<file path="src/rtl/mem_master_if.sv">
// Request/response and memory-control bundle for the single-port word memory initiator.
// Combinational wiring only; no latency.
// Backpressure is carried by the req_ready and resp_ready signals in the bundle.
`timescale 1ns/1ps
interface mem_master_if;
    logic        req_valid;
    logic        req_ready;
    logic        req_we;
    logic [15:0] req_addr;
    logic [15:0] req_wdata;
    logic        resp_valid;
    logic        resp_ready;
    logic [15:0] resp_rdata;
    logic        resp_err;
    logic        mem_addr_en;
    logic [15:0] mem_addr;
    logic        mem_in_en;
    logic [15:0] mem_in;
    logic        mem_out_en;
    logic [15:0] mem_out;

    // Initiator view: takes core requests, drives the memory controls.
    modport master (
        input  req_valid, req_we, req_addr, req_wdata, resp_ready, mem_out,
        output req_ready, resp_valid, resp_rdata, resp_err,
               mem_addr_en, mem_addr, mem_in_en, mem_in, mem_out_en
    );

    // Environment view: the core plus the memory.
    modport slave (
        output req_valid, req_we, req_addr, req_wdata, resp_ready, mem_out,
        input  req_ready, resp_valid, resp_rdata, resp_err,
               mem_addr_en, mem_addr, mem_in_en, mem_in, mem_out_en
    );
endinterface

</file>
<file path="src/rtl/mem_master.sv">
// Bus initiator for a single-port word memory: MAR load, then write strobe or read sample.
// Latency accept->resp_valid: 3 cycles (MAR load), 2 (MAR hit), 1 (out-of-range error).
// One request in flight; req_ready low while busy, response held until resp_ready.
`timescale 1ns/1ps
module mem_master #(
    parameter int DEPTH          = 256,
    parameter bit SKIP_SAME_ADDR = 1'b1
) (
    input  logic         clk,
    input  logic         rst_n,
    mem_master_if.master bus
);
    typedef enum logic [1:0] {
        IDLE = 2'd0,
        ADDR = 2'd1,
        XFER = 2'd2,
        RESP = 2'd3
    } state_t;

    localparam logic [16:0] DEPTH_W = 17'(DEPTH);

    state_t      state_q, state_d;
    logic [15:0] addr_q, addr_d;
    logic        we_q, we_d;
    logic [15:0] wdata_q, wdata_d;
    logic [15:0] mar_shadow_q, mar_shadow_d;
    logic        mar_known_q, mar_known_d;
    logic [15:0] resp_rdata_q, resp_rdata_d;
    logic        resp_err_q, resp_err_d;

    // State and datapath registers; reset aborts any access in flight.
    always_ff @(posedge clk or negedge rst_n) begin
        if (!rst_n) begin
            state_q      <= IDLE;
            addr_q       <= '0;
            we_q         <= 1'b0;
            wdata_q      <= '0;
            mar_shadow_q <= '0;
            mar_known_q  <= 1'b0;
            resp_rdata_q <= '0;
            resp_err_q   <= 1'b0;
        end else begin
            state_q      <= state_d;
            addr_q       <= addr_d;
            we_q         <= we_d;
            wdata_q      <= wdata_d;
            mar_shadow_q <= mar_shadow_d;
            mar_known_q  <= mar_known_d;
            resp_rdata_q <= resp_rdata_d;
            resp_err_q   <= resp_err_d;
        end
    end

    // Next-state and register updates; a MAR hit skips straight to the transfer.
    always_comb begin
        state_d      = state_q;
        addr_d       = addr_q;
        we_d         = we_q;
        wdata_d      = wdata_q;
        mar_shadow_d = mar_shadow_q;
        mar_known_d  = mar_known_q;
        resp_rdata_d = resp_rdata_q;
        resp_err_d   = resp_err_q;
        case (state_q)
            IDLE: begin
                if (bus.req_valid) begin
                    we_d    = bus.req_we;
                    addr_d  = bus.req_addr;
                    wdata_d = bus.req_wdata;
                    if ({1'b0, bus.req_addr} >= DEPTH_W) begin
                        // Out of range: answer immediately, memory untouched.
                        resp_err_d   = 1'b1;
                        resp_rdata_d = '0;
                        state_d      = RESP;
                    end else if (SKIP_SAME_ADDR && mar_known_q &&
                                 (bus.req_addr == mar_shadow_q)) begin
                        state_d = XFER;
                    end else begin
                        state_d = ADDR;
                    end
                end
            end
            ADDR: begin
                mar_shadow_d = addr_q;
                mar_known_d  = 1'b1;
                state_d      = XFER;
            end
            XFER: begin
                resp_err_d   = 1'b0;
                resp_rdata_d = we_q ? 16'h0000 : bus.mem_out;
                state_d      = RESP;
            end
            RESP: begin
                if (bus.resp_ready) begin
                    state_d = IDLE;
                end
            end
            default: state_d = IDLE;
        endcase
    end

    // Moore outputs decoded from state; req_ready is also forced low while in reset.
    assign bus.req_ready   = rst_n && (state_q == IDLE);
    assign bus.resp_valid  = (state_q == RESP);
    assign bus.resp_rdata  = resp_rdata_q;
    assign bus.resp_err    = resp_err_q;
    assign bus.mem_addr_en = (state_q == ADDR);
    assign bus.mem_addr    = addr_q;
    assign bus.mem_in_en   = (state_q == XFER) && we_q;
    assign bus.mem_in      = wdata_q;
    assign bus.mem_out_en  = (state_q == XFER) && !we_q;
endmodule

</file>
<file path="src/flat_wrapper.sv">
// flat-port wrapper written by rule: the top's interface ports become plain ports
module mem_master_flat 
#(
    parameter int DEPTH          = 256,
    parameter bit SKIP_SAME_ADDR = 1'b1
)
  (clk, rst_n, bus_req_valid, bus_req_we, bus_req_addr, bus_req_wdata, bus_resp_ready, bus_mem_out, bus_req_ready, bus_resp_valid, bus_resp_rdata, bus_resp_err, bus_mem_addr_en, bus_mem_addr, bus_mem_in_en, bus_mem_in, bus_mem_out_en);
  mem_master_if bus_i ();
  input  logic clk;
  input  logic rst_n;
  input wire logic [$bits(bus_i.req_valid)-1:0] bus_req_valid;
  input wire logic [$bits(bus_i.req_we)-1:0] bus_req_we;
  input wire logic [$bits(bus_i.req_addr)-1:0] bus_req_addr;
  input wire logic [$bits(bus_i.req_wdata)-1:0] bus_req_wdata;
  input wire logic [$bits(bus_i.resp_ready)-1:0] bus_resp_ready;
  input wire logic [$bits(bus_i.mem_out)-1:0] bus_mem_out;
  output wire logic [$bits(bus_i.req_ready)-1:0] bus_req_ready;
  output wire logic [$bits(bus_i.resp_valid)-1:0] bus_resp_valid;
  output wire logic [$bits(bus_i.resp_rdata)-1:0] bus_resp_rdata;
  output wire logic [$bits(bus_i.resp_err)-1:0] bus_resp_err;
  output wire logic [$bits(bus_i.mem_addr_en)-1:0] bus_mem_addr_en;
  output wire logic [$bits(bus_i.mem_addr)-1:0] bus_mem_addr;
  output wire logic [$bits(bus_i.mem_in_en)-1:0] bus_mem_in_en;
  output wire logic [$bits(bus_i.mem_in)-1:0] bus_mem_in;
  output wire logic [$bits(bus_i.mem_out_en)-1:0] bus_mem_out_en;
  assign bus_i.req_valid = bus_req_valid;
  assign bus_i.req_we = bus_req_we;
  assign bus_i.req_addr = bus_req_addr;
  assign bus_i.req_wdata = bus_req_wdata;
  assign bus_i.resp_ready = bus_resp_ready;
  assign bus_i.mem_out = bus_mem_out;
  assign bus_req_ready = bus_i.req_ready;
  assign bus_resp_valid = bus_i.resp_valid;
  assign bus_resp_rdata = bus_i.resp_rdata;
  assign bus_resp_err = bus_i.resp_err;
  assign bus_mem_addr_en = bus_i.mem_addr_en;
  assign bus_mem_addr = bus_i.mem_addr;
  assign bus_mem_in_en = bus_i.mem_in_en;
  assign bus_mem_in = bus_i.mem_in;
  assign bus_mem_out_en = bus_i.mem_out_en;
  mem_master #(.DEPTH(DEPTH), .SKIP_SAME_ADDR(SKIP_SAME_ADDR)) u_core (.clk(clk), .rst_n(rst_n), .bus(bus_i));
endmodule
</file>
<file path="config.mk">
export PLATFORM = sky130hd
export DESIGN_NAME = mem_master_flat
export DESIGN_NICKNAME = d
export VERILOG_FILES = /design/src/rtl/mem_master_if.sv /design/src/rtl/mem_master.sv /design/src/flat_wrapper.sv
export SDC_FILE = /design/constraint.sdc
export NUM_CORES = 1
export LEC_CHECK = 0
export ABC_AREA = 1
export CAP_MARGIN = 15
export CELL_PAD_IN_SITES_DETAIL_PLACEMENT = 1
export CELL_PAD_IN_SITES_GLOBAL_PLACEMENT = 1
export CORE_MARGIN = 4
export CORE_UTILIZATION = 35
export CTS_CLUSTER_SIZE = 30
export DETAILED_ROUTE_END_ITERATION = 7
export PLACE_DENSITY = 0.82
export SLEW_MARGIN = 30
export SYNTH_ARGS = -nofsm -noshare
export SYNTH_HDL_FRONTEND = slang
export SYNTH_SLANG_ARGS = --single-unit
export TNS_END_PERCENT = 10
</file>
<file path="constraint.sdc">
create_clock -name clk -period 3.2 [get_ports clk]
set_input_delay 0.64 -clock clk [delete_from_list [all_inputs] [get_ports clk]]
set_output_delay 0.64 -clock clk [all_outputs]
set_load 0.005 [all_outputs]
</file>
==> results of run 1 <==
-- placed cells by master, fill, tap and decap left out, types with 2 or more instances in the layout --
cell type,count
inv_1,36
dfrtp_1,69
nand4_1,3
nor2_1,13
buf_4,4
nand2_1,170
ha_1,5
nand3_1,18
o21ai_0,30
clkbuf_8,11
mux2_2,2
bufinv_16,3
clkdlybuf4s50_1,105
-- path summary, 6_finish.rpt --
check | from | endpoint | cells past startpoint
max | u_core.state_q[0]$_DFFE_PN0P_ | bus_mem_out_en | 6
max reg2reg | u_core.state_q[0]$_DFFE_PN0P_ | u_core.bus.mem_addr[2]$_DFFE_PN0P_ | 7
max in group asynchronous | rst_n | u_core.bus.mem_addr[4]$_DFFE_PN0P_ | 2
min in group clk | u_core.mar_known_q$_DFFE_PN0P_ | u_core.mar_known_q$_DFFE_PN0P_ | 1
min reg2reg | u_core.mar_known_q$_DFFE_PN0P_ | u_core.mar_known_q$_DFFE_PN0P_ | 1
min | rst_n | u_core.bus.mem_addr[0]$_DFFE_PN0P_ | 2
-- where the power goes --
group / switching [mW] / internal, mW / total (mW)
sequential: 0.223 / 1.21 / 1.43
clock: 0.331 / 0.562 / 0.892
combinational: 0.776 / 0.774 / 1.55
-- metrics by stage --
| step | hold WS (ps) | instances | utilization [%] |
|---|---|---|---|
| floorplan | 344 | 368 | - |
| global placement | 453 | 571 | 50.3 |
| detailed placement | 454 | 571 | 50.3 |
| CTS | 472 | 587 | 53.4 |
| global route | 470 | 587 | 53.5 |
| finish | 389 | 587 | 53.5 |
-- synth_stat cells --
cell type / count
o21ai_0: 30
nor3_1: 1
buf_6: 1
buf_2: 6
inv_1: 36
dfrtp_1: 69
nand4_1: 3
nand2_1: 170
ha_1: 5
mux2_2: 2
or2_2: 1
o22ai_1: 1
buf_4: 1
a21oi_1: 1
o22ai_2: 1
o211ai_1: 1
clkbuf_1: 4
nor2_2: 1
xor2_1: 1
nor2_1: 13
inv_2: 1
nand3_1: 18
clkinv_1: 1
-- kinds of logic (layout without fill, tap and decap cells) --
family	Yosys count	in the layout	synth area share (%)
xor+xnor	1	1	0.290
buf+inv	50	164	6.83
fa+ha+maj	5	5	2.07
simple gates	207	207	26.9
flops	69	69	57.1
mux	2	2	0.745
compound gates	34	34	6.00
-- layout make-up --
class                   count  area [um^2]  area share [%]
well taps                 105          131            2.96
multi-input cells         249         1090            24.5
flip-flops and latches     69         1730            38.9
repair buffers            110         1090            24.6
clock inverters             5          106            2.40
inverters                  38          143            3.21
clock buffers              11          151            3.41
-- per-layer routing --
layer  vias up  track usage, %  wire (um)
li1       1350               -          -
met1      1338            21.7       3690
met2        70            31.9       4480
met3        11            3.18        428
met4         0            6.13        119
met5         -               0          0
-- flip-flops by register name, summed over array words and instances, names as in the netlist --
register	flops
u_core.mar_shadow_q	16
u_core.mar_known_q	1
u_core.bus.resp_rdata	16
u_core.bus.mem_in	16
u_core.bus.mem_addr	16
u_core.bus.resp_err	1
u_core.state_q	2
u_core.we_q	1
-- worst reg2reg max path, stage by stage, from the launching register on --
cell and delay (ps):
dfrtp_1 400, inv_1 100, ha_1 270, nand2_1 120
buf_4 400, clkinv_1 600, nand2_1 200, nand2_1 80
==> impl_metrics.tcl, run 1 <==
set metrics [dict create \
    placed_cell_area_um2 4180 \
    ant_nets 0 \
    grt_pass1_vias 3029 \
    path_max_fanout 17 \
    tightest_slew_ps 705 \
    layout_setup_ws_ps 536 \
    path_buf_inv 4 \
    netlist_area_um2 3020 \
    grt_overflow 0 \
    crit_required_ps 2560 \
    fp.dieArea_um2 10200 \
    ys_seq_area_share_pct 57.1 \
    fmax_ghz 0.375 \
    grt_first_pass_wirelength_um 14400 \
    total_power_mw 3.87 \
    gp_congestion 0.735 \
    nFillCells 976 \
    grt_max_degree 70 \
    syn_nets 426 \
    slew_viol_final 0 \
    finalHoldViolations 0 \
    slew_headroom_pct 53.0 \
    drc 0 \
    synthTopCellsByArea "dfrtp_1, nand2_1, o21ai_0" \
    drt_iter0_drc 66 \
    viasPerCell 4.72 \
    dieWidth_um 101 \
    p_leak_nw 2.20 \
    portBuffers 106 \
    fin_crit_sh_pct 83.2 \
    powerDensity_nw_per_um2 873 \
    syn_inst 368 \
    stdcell_area_um2 4440 \
    cts_tree "yes" \
    max_cap_violations 0 \
    start_kind "flop" \
    die_y_um 101 \
    drive_gt1_share_pct 5.60 \
    dp_hpwl_um 6450 \
    io_pins 107 \
    clock_latency_ps 340 \
    critPathArrivalTime_ps 2020 \
    layout.nets 535 \
    synth.distinct_cells 23 \
    clkTransAtPathRegs_ps 70 \
    cts_buffers 9 \
    root_buffer "clkbuf_8" \
    yosys.area.top_type "dfrtp_1" \
    ir_drop_uv 348 \
    setup_viol 0 \
    clk_path_buf_depth 2 \
    grt_util_all_layers_pct 17.9 \
    ctsHoldBuffers 0 \
    drt_wl_total_um 8720 \
    cts_htree_levels 3 \
    cpMaxStageDelayCell "clkdlybuf4s50_1" \
    status "completed" \
    rows 33 \
    path_cells "inv_1 -> ha_1 -> inv_1 -> nor2_2 -> buf_4 -> clkdlybuf4s50_1" \
    synth_top_area_share_pct 57.1 \
    detail_route.wl_per_cell_um 14.8 \
    area.growth.synth_to_final_pct 46.9 \
    cts_setup_buffers 0 \
    dr.pass1.iters 4 \
    hold_path_class "primary input to asynchronous set/reset pin" \
    finClkSkew_ps 11.0 \
    core_area_um2 8300 \
    r2r_setup_slack_ps 930 \
    cp-end-kind "output pin" \
    fin_setup_tns_ps 0 \
    cp_top_family "buffers and inverters" \
    crit_top_cell "inv_1" \
    finalCriticalPeriod_ps 2660 \
    initial_core_util_pct 36.4 \
    rsz0062_at_grt "false" \
    diodes 0 \
    antenna_found_initial 0 \
    clkSinkCount 69 \
    syn_avg_cell_area_um2 8.21 \
    worstSetupPathType "flop to output pin" \
    dpl_worst_slack_ps 538 \
    ys_ff_latch 69 \
    ctsResizeCount 0 \
    crit_path_max_incr_delay_ps 530 \
    dr_total_vias 2769 \
    yosys_warnings 0 \
]
Power figures use the tool's default switching activity.
==> run 2, diff against run 1 <==
- CORE_UTILIZATION: 35 -> 32
- PLACE_DENSITY: 0.82 -> 0.75
- clock period: 3.2 -> 2.5 ns (I/O delays scaled with it)
==> impl_metrics.tcl, run 2 (same netlist as run 1, synthesis figures left out) <==
set metrics [dict create \
    fp.dieArea_um2 11100 \
    diodes 0 \
    grt_util_all_layers_pct 16.3 \
    cpMaxStageDelayCell "clkdlybuf4s50_1" \
    dieWidth_um 105 \
    drive_gt1_share_pct 5.39 \
    crit_path_max_incr_delay_ps 540 \
    dr.pass1.iters 4 \
    path_buf_inv 3 \
    critPathArrivalTime_ps 1820 \
    area.growth.synth_to_final_pct 44.5 \
    crit_top_cell "inv_1" \
    viasPerCell 4.58 \
    drt_iter0_drc 85 \
    path_max_fanout 4 \
    grt_first_pass_wirelength_um 14500 \
    worstSetupPathType "flop to output pin" \
    die_y_um 105 \
    hold_path_class "primary input to asynchronous set/reset pin" \
    fmax_ghz 0.430 \
    final-instance-count-excl-fill 593 \
    swShare_pct 36.3 \
    p_leak_nw 2.16 \
    max_cap_violations 0 \
    start_kind "flop" \
    grt_pass1_vias 2894 \
    dr_total_vias 2714 \
    clkTransAtPathRegs_ps 80 \
    nFillCells 1124 \
    cts_setup_buffers 0 \
    fin_crit_sh_pct 93.0 \
    io_pins 107 \
    slew_viol_final 0 \
    ir_drop_uv 426 \
    ctsResizeCount 0 \
    path_cells "inv_1 -> ha_1 -> inv_1 -> nor2_2 -> clkdlybuf4s50_1" \
    p_int_mw 2.95 \
    rows 35 \
    powerDensity_nw_per_um2 1060 \
    clk_path_buf_depth 2 \
    clock_latency_ps 330 \
    switching_power_mw 1.68 \
    layout_common_cells "nand2_1, clkdlybuf4s50_1, dfrtp_1" \
    power.share.clock_pct 17.9 \
    placed_cells 577 \
    antenna_found_initial 0 \
    cts_tree "yes" \
    ant_nets 0 \
    cp-end-kind "output pin" \
    rsz0062_at_grt "false" \
    portBuffers 106 \
    p_comb_share_pct 42.5 \
    ctsHoldBuffers 0 \
    grt_overflow 0 \
    crit_required_ps 2000 \
    tightest_slew_ps 694 \
    layout.nets 535 \
    root_buffer "clkbuf_8" \
    setup_viol 0 \
    final_common_cell "nand2_1" \
    status "completed" \
    drc 0 \
    slew_headroom_pct 53.7 \
    cts_buffers 9 \
    cts_htree_levels 3 \
    cp_top_family "buffers and inverters" \
    gp_congestion 0.719 \
    drt_wl_total_um 8470 \
    grt_max_degree 70 \
    p_seq_share_pct 39.6 \
    finalHoldViolations 0 \
    dp_hpwl_um 6300 \
    finClkSkew_ps 10.0 \
    core_area_um2 9200 \
    finalCriticalPeriod_ps 2320 \
    initial_core_util_pct 32.9 \
    clkSinkCount 69 \
    detail_route.wl_per_cell_um 14.3 \
    total_power_mw 4.63 \
]
-- run 2: final timing paths --
| kind | from | endpoint | slack (ps) | cells past startpoint |
|---|---|---|---|---|
| max in group asynchronous | rst_n | u_core.state_q[0]$_DFFE_PN0P_ | 1770 | 2 |
| setup reg to reg | u_core.state_q[0]$_DFFE_PN0P_ | u_core.bus.resp_err$_DFFE_PN0P_ | 370 | 7 |
| hold / removal | rst_n | u_core.bus.mem_addr[0]$_DFFE_PN0P_ | 270 | 2 |
| min in group clk | u_core.mar_known_q$_DFFE_PN0P_ | u_core.mar_known_q$_DFFE_PN0P_ | 470 | 1 |
| hold reg to reg | u_core.mar_known_q$_DFFE_PN0P_ | u_core.mar_known_q$_DFFE_PN0P_ | 470 | 1 |
| setup / recovery | u_core.state_q[0]$_DFFE_PN0P_ | bus_mem_out_en | 180 | 5 |
-- run 2: stage by stage --
stage                     hold slack, ps  setup TNS (ps)  setup slack [ps]  utilization (%)  area (um^2)
after floorplan                      204               0               846                -         3020
after CTS                            428               0               137             47.4         4360
after global placement               453               0              92.1             45.5         4190
after detailed placement             460           -5.94             -5.94             45.5         4190
after global routing                 342               0              27.2             47.5         4370
final                                271               0               176             47.5         4370
-- run 2: cell type report --
cell class / count / area [um^2] / area share, %
flip-flops and latches: 69 / 1730 / 39.5
repair buffers: 110 / 1090 / 25.0
multi-input cells: 249 / 1090 / 24.9
clock buffers: 12 / 155 / 3.55
inverters: 38 / 143 / 3.27
well taps: 111 / 139 / 3.18
clock inverters: 4 / 22.5 / 0.516
-- run 2: per-layer routing --
metal / part of all wire [%] / track usage (%) / wire length [um]
met1: 44 / 20.6 / 3710
met2: 50 / 27.5 / 4250
met3: 4.9 / 3.77 / 418
met4: 1.1 / 5.34 / 92
met5: 0 / 0 / 0
-- run 2: power by group through the flow --
stage / sequential (mW) / combinational [mW] / clock (mW)
after floorplan: 1.82 / 0.971 / 0
after global placement: 1.83 / 1.94 / 0
after CTS: 1.84 / 2.02 / 0.861
final: 1.83 / 1.97 / 0.830
after global routing: 1.90 / 2.24 / 0.910
after detailed placement: 1.85 / 2.01 / 0
==> run 3, diff against run 2 <==
- CELL_PAD_IN_SITES_DETAIL_PLACEMENT: 1 -> not set
- CELL_PAD_IN_SITES_GLOBAL_PLACEMENT: 1 -> not set
- CORE_UTILIZATION: 32 -> 45
- PLACE_DENSITY: 0.75 -> 0.76
==> impl_metrics.tcl, run 3 (same netlist as run 1, synthesis figures left out) <==
set metrics [dict create \
    status "completed" \
    grt_first_pass_wirelength_um 12700 \
    drt_wl_total_um 7550 \
    r2r_setup_slack_ps 400 \
    nFillCells 530 \
    root_buffer "clkbuf_8" \
    crit-reg2reg-launch "u_core.state_q[1]$_DFFE_PN0P_" \
    hold_path_class "primary input to asynchronous set/reset pin" \
    layout.nets 536 \
    use_met1_pct 24.6 \
    cp-end-kind "output pin" \
    die_y_um 89.9 \
    core_area_um2 6420 \
    crit_required_ps 2000 \
    critPathArrivalTime_ps 1790 \
    ant_nets 0 \
    rr_endpoint "u_core.bus.resp_err$_DFFE_PN0P_" \
    p_leak_nw 2.19 \
    final_common_cell "nand2_1" \
    cts_setup_buffers 0 \
    drt_iter0_drc 130 \
    fp.dieArea_um2 8090 \
    max_cap_violations 0 \
    crit_path_max_incr_delay_ps 530 \
    placed_cells 544 \
    finClkSkew_ps 6.10 \
    diodes 0 \
    dp_hpwl_um 5430 \
    crit_top_cell "inv_1" \
    gr-max-usage-layer "met2" \
    cts_htree_levels 3 \
    finalCriticalPeriod_ps 2290 \
    ctsResizeCount 0 \
    reg2reg_depth 7 \
    path_cells "inv_1 -> ha_1 -> inv_1 -> nor2_2 -> clkdlybuf4s50_1" \
    grt_pass1_vias 2661 \
    portBuffers 106 \
    detail_route.wl_per_cell_um 13.5 \
    dr_total_vias 2706 \
    ir_drop_uv 649 \
    grt_util_all_layers_pct 19.1 \
    fin_setup_tns_ps 0 \
    grt_util_met2_pct 33.0 \
    drc 0 \
    layout_common_cells "nand2_1, clkdlybuf4s50_1, dfrtp_1" \
    cts_tree "yes" \
    ctsHoldBuffers 0 \
    antenna_found_initial 0 \
    tightest_slew_ps 857 \
    fmax_ghz 0.437 \
    worstSetupEndpoint "bus_mem_out_en" \
    worstSetupPathType "flop to output pin" \
    critPathLaunch "u_core.state_q[0]$_DFFE_PN0P_" \
    cts_buffers 9 \
    slew_viol_final 0 \
    path_max_fanout 4 \
    clkTransAtPathRegs_ps 80 \
    setup_viol 0 \
    dr.pass1.iters 4 \
    rows 29 \
    rsz0062_at_grt "false" \
    drive_gt1_share_pct 5.59 \
    grt_overflow 0 \
    initial_core_util_pct 47.0 \
    clk_path_buf_depth 2 \
    slew_headroom_pct 42.9 \
    fin_crit_sh_pct 91.5 \
    clock_latency_ps 330 \
    clkSinkCount 69 \
    dieWidth_um 89.9 \
    use_met3_pct 5.01 \
    grt_max_degree 70 \
    io_pins 107 \
    area.growth.synth_to_final_pct 45.2 \
    finalHoldViolations 0 \
    viasPerCell 4.83 \
    start_kind "flop" \
    gp_congestion 0.784 \
    final-instance-count-excl-fill 560 \
    cpMaxStageDelayCell "clkdlybuf4s50_1" \
    powerDensity_nw_per_um2 1110 \
]
-- run 3: cell types whose count changed in the layout (fill, tap and decap cells not counted), sizes merged --
cell    delta
clkbuf     -2
bufinv     +3
clkinv     -1
buf        +1
-- run 3: cell type report --
type / instances / area, um^2 / share of cell area (%)
timing repair buffer: 111 / 1090 / 24.9
sequential: 69 / 1730 / 39.4
clock buffer: 10 / 128 / 2.91
multi-input combinational: 249 / 1090 / 24.8
tap: 77 / 96.3 / 2.20
clock inverter: 6 / 111 / 2.54
inverter: 38 / 143 / 3.25
-- run 3: routing by layer --
layer | vias to the layer above | routed length [um]
li1 | 1349 | -
met1 | 1263 | 3350
met2 | 86 | 3790
met3 | 8 | 344
met4 | 0 | 64
met5 | - | 0
-- run 3: worst max-delay path, delay by kind of cell (launching register included) --
| kind | cells | cell delay [ps] |
|---|---|---|
| simple gates | 1 | 100 |
| fa+ha+maj | 1 | 200 |
| flops | 1 | 410 |
| buf+inv | 3 | 740 |
-- run 3: worst min path at each step --
| stage | startpoint | to | cells after the start | slack [ps] |
|---|---|---|---|---|
| 2_1_floorplan | rst_n | u_core.bus.mem_addr[0]$_DFFE_PN0P_ | 0 | 200 |
| 3_3_place_gp | u_core.mar_known_q$_DFFE_PN0P_ | u_core.mar_known_q$_DFFE_PN0P_ | 1 | 450 |
| 3_5_place_dp | u_core.mar_known_q$_DFFE_PN0P_ | u_core.mar_known_q$_DFFE_PN0P_ | 1 | 450 |
| 4_1_cts | rst_n | u_core.bus.mem_addr[5]$_DFFE_PN0P_ | 2 | 460 |
| 5_1_grt | rst_n | u_core.mar_shadow_q[5]$_DFFE_PN0P_ | 2 | 490 |
| 6_report | rst_n | u_core.bus.mem_addr[6]$_DFFE_PN0P_ | 2 | 440 |
-- run 3: per-stage QoR --
| step | util, % | hold WS, ps | worst slack [ps] | power, mW | instance area (um^2) |
|---|---|---|---|---|---|
| floorplan | - | 204 | 846 | 2.79 | 3020 |
| global placement | 64.6 | 455 | 125 | 3.74 | 4150 |
| detailed placement | 64.6 | 453 | 53.1 | 3.80 | 4150 |
| CTS | 68.3 | 457 | 189 | 4.91 | 4390 |
| global route | 68.3 | 490 | 112 | 5.24 | 4390 |
| finish | 68.3 | 438 | 213 | 4.85 | 4390 |
-- run 3: power breakdown --
| group | internal [mW] | switching, mW |
|---|---|---|
| Sequential | 1.55 | 0.269 |
| Clock | 0.663 | 0.422 |
| Combinational | 0.994 | 0.953 |
